===== src/rtl/bin2bcd_seq_pkg.sv =====
// Shared types and helpers for the sequential binary-to-BCD converter.
package bcd_pkg;

  typedef logic [3:0] bcd_digit_t;

  localparam bcd_digit_t BCD_ADD3_THRESH = 4'd5;

  typedef enum logic {
    IDLE = 1'b0,
    CONV = 1'b1
  } state_t;

  function automatic logic [63:0] pow10(input int n);
    logic [63:0] r;
    r = 64'd1;
    for (int i = 0; i < n; i++) r = r * 64'd10;
    return r;
  endfunction

endpackage


===== src/rtl/bin2bcd_seq_if.sv =====
// Request/result bundle for bin2bcd_seq. chk_err exists only when
// BIN2BCD_SELFCHECK_EN is defined.
interface bin2bcd_seq_if #(
  parameter int WIDTH  = 16,
  parameter int DIGITS = 5
);
  logic                  start;
  logic [WIDTH-1:0]      bin;
  logic                  busy;
  logic                  done;
  logic [4*DIGITS-1:0]   bcd;
`ifdef BIN2BCD_SELFCHECK_EN
  logic                  chk_err;
`endif

  modport master (
    output start,
    output bin,
    input  busy,
    input  done,
    input  bcd
`ifdef BIN2BCD_SELFCHECK_EN
    , input chk_err
`endif
  );

  modport slave (
    input  start,
    input  bin,
    output busy,
    output done,
    output bcd
`ifdef BIN2BCD_SELFCHECK_EN
    , output chk_err
`endif
  );

endinterface


===== src/rtl/bin2bcd_seq_add3.sv =====
// Double-dabble digit correction: a digit of 5 or more gets +3 before the shift.
module bcd_add3_cell
  import bcd_pkg::*;
(
  input  bcd_digit_t din,
  output bcd_digit_t dout
);

  always_comb begin
    dout = (din >= BCD_ADD3_THRESH) ? bcd_digit_t'(din + 4'd3) : din;
  end

endmodule


===== src/rtl/bin2bcd_seq.sv =====
// Iterative shift-and-add-3 binary-to-BCD converter, WIDTH shift steps per value.
// Optional BIN2BCD_SELFCHECK_EN adds a reconstruction check driving chk_err.
module bin2bcd_seq
  import bcd_pkg::*;
#(
  parameter int WIDTH  = 16,
  parameter int DIGITS = 5
) (
  input  logic          clk,
  input  logic          rst,
  bin2bcd_seq_if.slave  bus
);

  localparam int CW = $clog2(WIDTH + 1);
  localparam int DW = 4 * DIGITS;

  // Not enough digits to hold the largest input value.
  if (pow10(DIGITS) <= ((64'd1 << WIDTH) - 64'd1)) begin : g_bad_digits
    $fatal(1, "bin2bcd_seq: DIGITS too small for WIDTH");
  end

  state_t            state_q, state_nxt;
  logic [DW-1:0]     digits_q, digits_nxt;
  logic [WIDTH-1:0]  shift_q, shift_nxt;
  logic [CW-1:0]     count_q, count_nxt;
  logic [DW-1:0]     bcd_q, bcd_nxt;
  logic              done_q, done_nxt;

  logic [DW-1:0]       corr;
  logic [DW+WIDTH-1:0] stepped;
  logic [DW-1:0]       digits_new;
  logic [WIDTH-1:0]    shift_new;

  for (genvar g = 0; g < DIGITS; g++) begin : g_cell
    bcd_add3_cell u_cell (
      .din  (digits_q[4*g +: 4]),
      .dout (corr[4*g +: 4])
    );
  end

  // Shift MSB of the binary register enters the units digit LSB.
  assign stepped    = {corr, shift_q} << 1;
  assign digits_new = stepped[DW+WIDTH-1:WIDTH];
  assign shift_new  = stepped[WIDTH-1:0];

  always_comb begin
    state_nxt  = state_q;
    digits_nxt = digits_q;
    shift_nxt  = shift_q;
    count_nxt  = count_q;
    bcd_nxt    = bcd_q;
    done_nxt   = 1'b0;
    unique case (state_q)
      IDLE: begin
        if (bus.start) begin
          shift_nxt  = bus.bin;
          digits_nxt = '0;
          count_nxt  = CW'(WIDTH);
          state_nxt  = CONV;
        end
      end
      CONV: begin
        digits_nxt = digits_new;
        shift_nxt  = shift_new;
        count_nxt  = count_q - CW'(1);
        if (count_q == CW'(1)) begin
          bcd_nxt   = digits_new;
          done_nxt  = 1'b1;
          state_nxt = IDLE;
        end
      end
      default: state_nxt = IDLE;
    endcase
  end

  always_ff @(posedge clk or posedge rst) begin
    if (rst) begin
      state_q  <= IDLE;
      digits_q <= '0;
      shift_q  <= '0;
      count_q  <= '0;
      bcd_q    <= '0;
      done_q   <= 1'b0;
    end else begin
      state_q  <= state_nxt;
      digits_q <= digits_nxt;
      shift_q  <= shift_nxt;
      count_q  <= count_nxt;
      bcd_q    <= bcd_nxt;
      done_q   <= done_nxt;
    end
  end

  assign bus.busy = (state_q == CONV);
  assign bus.done = done_q;
  assign bus.bcd  = bcd_q;

`ifdef BIN2BCD_SELFCHECK_EN
  localparam int RW = WIDTH + 4;

  logic [WIDTH-1:0] bin_q;
  logic [RW-1:0]    recon;
  logic             chk_err_q;

  always_comb begin
    recon = '0;
    for (int i = 0; i < DIGITS; i++) begin
      recon = recon + RW'(digits_new[4*i +: 4]) * RW'(pow10(i));
    end
  end

  // chk_err is updated only on the done-loading step, so it holds between results.
  always_ff @(posedge clk or posedge rst) begin
    if (rst) begin
      bin_q     <= '0;
      chk_err_q <= 1'b0;
    end else begin
      if (state_q == IDLE && bus.start) bin_q <= bus.bin;
      if (done_nxt) chk_err_q <= (recon != {4'b0000, bin_q});
    end
  end

  assign bus.chk_err = chk_err_q;

  a_selfcheck : assert property (@(posedge clk) disable iff (rst) done_q |-> !chk_err_q)
    else $error("bin2bcd_seq: reconstructed value differs from input");
`endif

endmodule


===== src/flat_wrapper.sv =====
// flat-port wrapper written by rule: the top's interface ports become plain ports
module bin2bcd_seq_flat import bcd_pkg::*;
#(
  parameter int WIDTH  = 16,
  parameter int DIGITS = 5
)
  (clk, rst, bus_start, bus_bin, bus_busy, bus_done, bus_bcd);
  bin2bcd_seq_if #(.WIDTH(WIDTH), .DIGITS(DIGITS)) bus_i ();
  input  logic clk;
  input  logic rst;
  input wire logic [$bits(bus_i.start)-1:0] bus_start;
  input wire logic [$bits(bus_i.bin)-1:0] bus_bin;
  output wire logic [$bits(bus_i.busy)-1:0] bus_busy;
  output wire logic [$bits(bus_i.done)-1:0] bus_done;
  output wire logic [$bits(bus_i.bcd)-1:0] bus_bcd;
  assign bus_i.start = bus_start;
  assign bus_i.bin = bus_bin;
  assign bus_busy = bus_i.busy;
  assign bus_done = bus_i.done;
  assign bus_bcd = bus_i.bcd;
  bin2bcd_seq #(.WIDTH(WIDTH), .DIGITS(DIGITS)) u_core (.clk(clk), .rst(rst), .bus(bus_i));
endmodule

===== config.mk =====
export PLATFORM = sky130hd
export DESIGN_NAME = bin2bcd_seq_flat
export DESIGN_NICKNAME = d
export VERILOG_FILES = /design/src/rtl/bin2bcd_seq_pkg.sv /design/src/rtl/bin2bcd_seq_if.sv /design/src/rtl/bin2bcd_seq_add3.sv /design/src/rtl/bin2bcd_seq.sv /design/src/flat_wrapper.sv
export SDC_FILE = /design/constraint.sdc
export NUM_CORES = 1
export LEC_CHECK = 0
export ABC_AREA = 1
export ABC_CLOCK_PERIOD_IN_PS = 1800
export BUFFER_PORTS_ARGS = -buffer_cell sky130_fd_sc_hd__buf_2
export CORE_MARGIN = 5
export CORE_UTILIZATION = 57
export DETAILED_ROUTE_END_ITERATION = 12
export PLACE_DENSITY = 0.87
export SETUP_SLACK_MARGIN = 0.02
export SLEW_MARGIN = 0
export SYNTH_ARGS = -nofsm -noshare
export SYNTH_HDL_FRONTEND = slang
export SYNTH_SLANG_ARGS = --single-unit

===== constraint.sdc =====
create_clock -name clk -period 1.8 [get_ports clk]
set_input_delay 0 -clock clk [delete_from_list [all_inputs] [get_ports clk]]
set_output_delay 0 -clock clk [all_outputs]
set_load 0.01 [all_outputs]

==> results.yml <==
detailed_routing:
  postRouteAntennaNets: 0
  drc: 0
  post_drt_wl_per_cell_microns: 12.6
  drt-initial-drc-count: 165
  drtPass1Iterations: 4
  num_vias: 2677
  wl_microns: 6480
  vias_per_cell: 5.22
floorplan:
  fp.dieH_microns: 83.5
  num_rows: 26
  io_pins: 41
  start_util: 0.596
  coreArea_sq_um: 5170
  die_area_sq_um: 6980
  die_w_microns: 83.5
synthesis:
  synth.area.top_cells: "dfrtp_1 (51%), nand2_1 (19%), nand3_1 (7.8%), ha_1 (4.9%), inv_1 (4.0%)"
  synth_cell_type_count: 24
  netlist.area_leader.share: 0.512
  yosysSeqAreaShare: 0.512
  synthesis.nets: 405
  syn_area_sq_um: 3080
  synth-seq-cells: 63
  syn_inst: 374
  yosys_warnings: 0
  synth_top_area_cell: "dfrtp_1"
  syn_avg_cell_area_sq_um: 8.24
cts:
  clockBufferDepth: 2
  cts_tree: "yes"
  cts-htree-levels: 3
  cts-resized-gates: 0
  cts_sinks: 63
  path_clk_slew_ns: 0.06
  cts_buffers: 9
  cts-root-buf: "clkbuf_8"
  clock_latency_ns: 0.34
sta:
  setup-tns-final_ns: 0
  worstMarginPinSlew_ns: 0.763
  setup_viol: 0
  period_share: 0.823
  max_freq_mhz: 675
  clock_skew_ns: 0.0103
  holdWs_ns: 0.125
  slew_headroom: 0.491
  hold_violations: 0
  maxSlewViolCount: 0
  rsz0062_at_grt: "no"
  period_minus_slack_ns: 1.48
grt:
  overflow: 0
  grt_max_degree: 37
  grt_pass1_vias: 2648
  grt.total_usage: 0.205
  antenna_found_initial: 0
  grt_pass1_wl_microns: 11600
placed_design:
  port_buffers: 40
  gp_congestion: 0.912
  dp_hpwl_microns: 4490
pwr:
  powerDensity_nw_per_um2: 1730
  vdd_drop_max_v: 0.00102
  cellLeakagePower_uw: 0.00199
layout:
  layout.nets: 470
  layout-drive-gt1-share: 0.169
  diodes: 0
  area_growth_pct: 20.2
  final_core_util: 0.716
worst_setup_path:
  path_max_fanout: 15
  crit_slowest_cell: "dfrtp_1"
  path_cells: "buf_4, nand2_1, inv_1, nand2_1, o21ai_0, o21ai_0"
  crit_path_max_incr_delay_ns: 0.64
  cp.required_ns: 2.01
  end_kind: "flip-flop"
  startpoint_type: "flip-flop"
  worstPathArrival_ns: 1.69
  critPathKind: "reg2reg"
hold_path:
  worstHoldPathType: "in2reg"
flow_run:
  maxCapViolations: 0
outcome:
  status: "complete, no violations"
==> routing by layer <==
metal / track usage / vias to the layer above / part of all wire
met3: 0.0385 / 13 / 0.053
li1: - / 1331 / -
met1: 0.257 / 1249 / 0.44
met4: 0.104 / 0 / 0.021
met2: 0.339 / 84 / 0.49
met5: 0 / - / 0
==> cells by family after synthesis <==
group / share of synthesized area
simple gates: 0.310
fa+ha+maj: 0.0487
compound gates: 0.0548
flops: 0.512
buf+inv: 0.0751
==> final cells by class <==
cell class,instances,area [sq um]
multi-input cells,263,1270
well taps,70,87.6
inverters,35,131
clock buffers,10,128
clock inverters,5,50.0
flip-flops and latches,63,1580
repair buffers,67,458
fillers,373,1470
==> synthesized netlist by cell type (all sizes together) <==
library cell / instances
a21boi: 3
a21oi: 2
a22o: 1
buf: 10
clkbuf: 3
dfrtp: 63
ha: 12
inv: 35
nand2: 154
nand3: 51
nand4: 10
nor2: 7
o211ai: 3
o21ai: 16
o22ai: 4
==> registers in the layout, summed over array words and instances (netlist names) <==
signal,cells
u_core.bus.bcd,20
u_core.digits_q,20
u_core.shift_q,16
u_core.count_q,5
u_core.bus.busy,1
u_core.bus.done,1
==> final timing paths <==
kind                              startpoint             endpoint  slack [ns]  cells past startpoint
setup / recovery             u_core.bus.busy    u_core.count_q[4]        0.32                      6
hold / removal                     bus_start    u_core.shift_q[7]        0.12                      5
setup reg to reg             u_core.bus.busy    u_core.count_q[4]        0.32                      6
hold reg to reg            u_core.bus.bcd[6]    u_core.bus.bcd[6]        0.47                      2
max in group asynchronous                rst   u_core.digits_q[4]        0.85                      4
min in group asynchronous                rst  u_core.digits_q[19]        0.35                      3
==> worst max-delay path, delay by kind of cell, from the launching register on <==
kind | cells | cell delay, ns
flops | 1 | 0.64
buf+inv | 2 | 0.40
compound gates | 2 | 0.17
simple gates | 2 | 0.15
==> cells in the final DEF (no fill, tap or decap), drive strengths merged, types with 10 or more instances in the layout <==
| cell | instances |
|---|---|
| buf | 50 |
| clkbuf | 10 |
| dfrtp | 63 |
| dlygate4sd3 | 17 |
| ha | 12 |
| inv | 35 |
| nand2 | 154 |
| nand3 | 51 |
| nand4 | 10 |
| o21ai | 16 |
==> power by group <==
group | switching, uW | internal [uW]
registers | 443 | 2050
logic | 1720 | 1040
clock network | 517 | 622
total | 2680 | 3720
==> per-stage QoR <==
stage | cell area [sq um] | total power, uW | cells | setup WS [ns]
2_1_floorplan | 3080 | 4480 | 374 | 0.230
3_3_place_gp | 3360 | 5090 | 481 | 0.423
3_5_place_dp | 3360 | 5240 | 481 | 0.319
4_1_cts | 3700 | 6430 | 513 | 0.326
5_1_grt | 3700 | 7000 | 513 | 0.170
6_report | 3700 | 6400 | 513 | 0.319
==> repair_timing <==
item,in CTS,in global routing
buffers inserted,0,0
hold buffers,17,0
hold endpoints to repair,50,0
No activity file was read; power rests on OpenSTA's default activity.
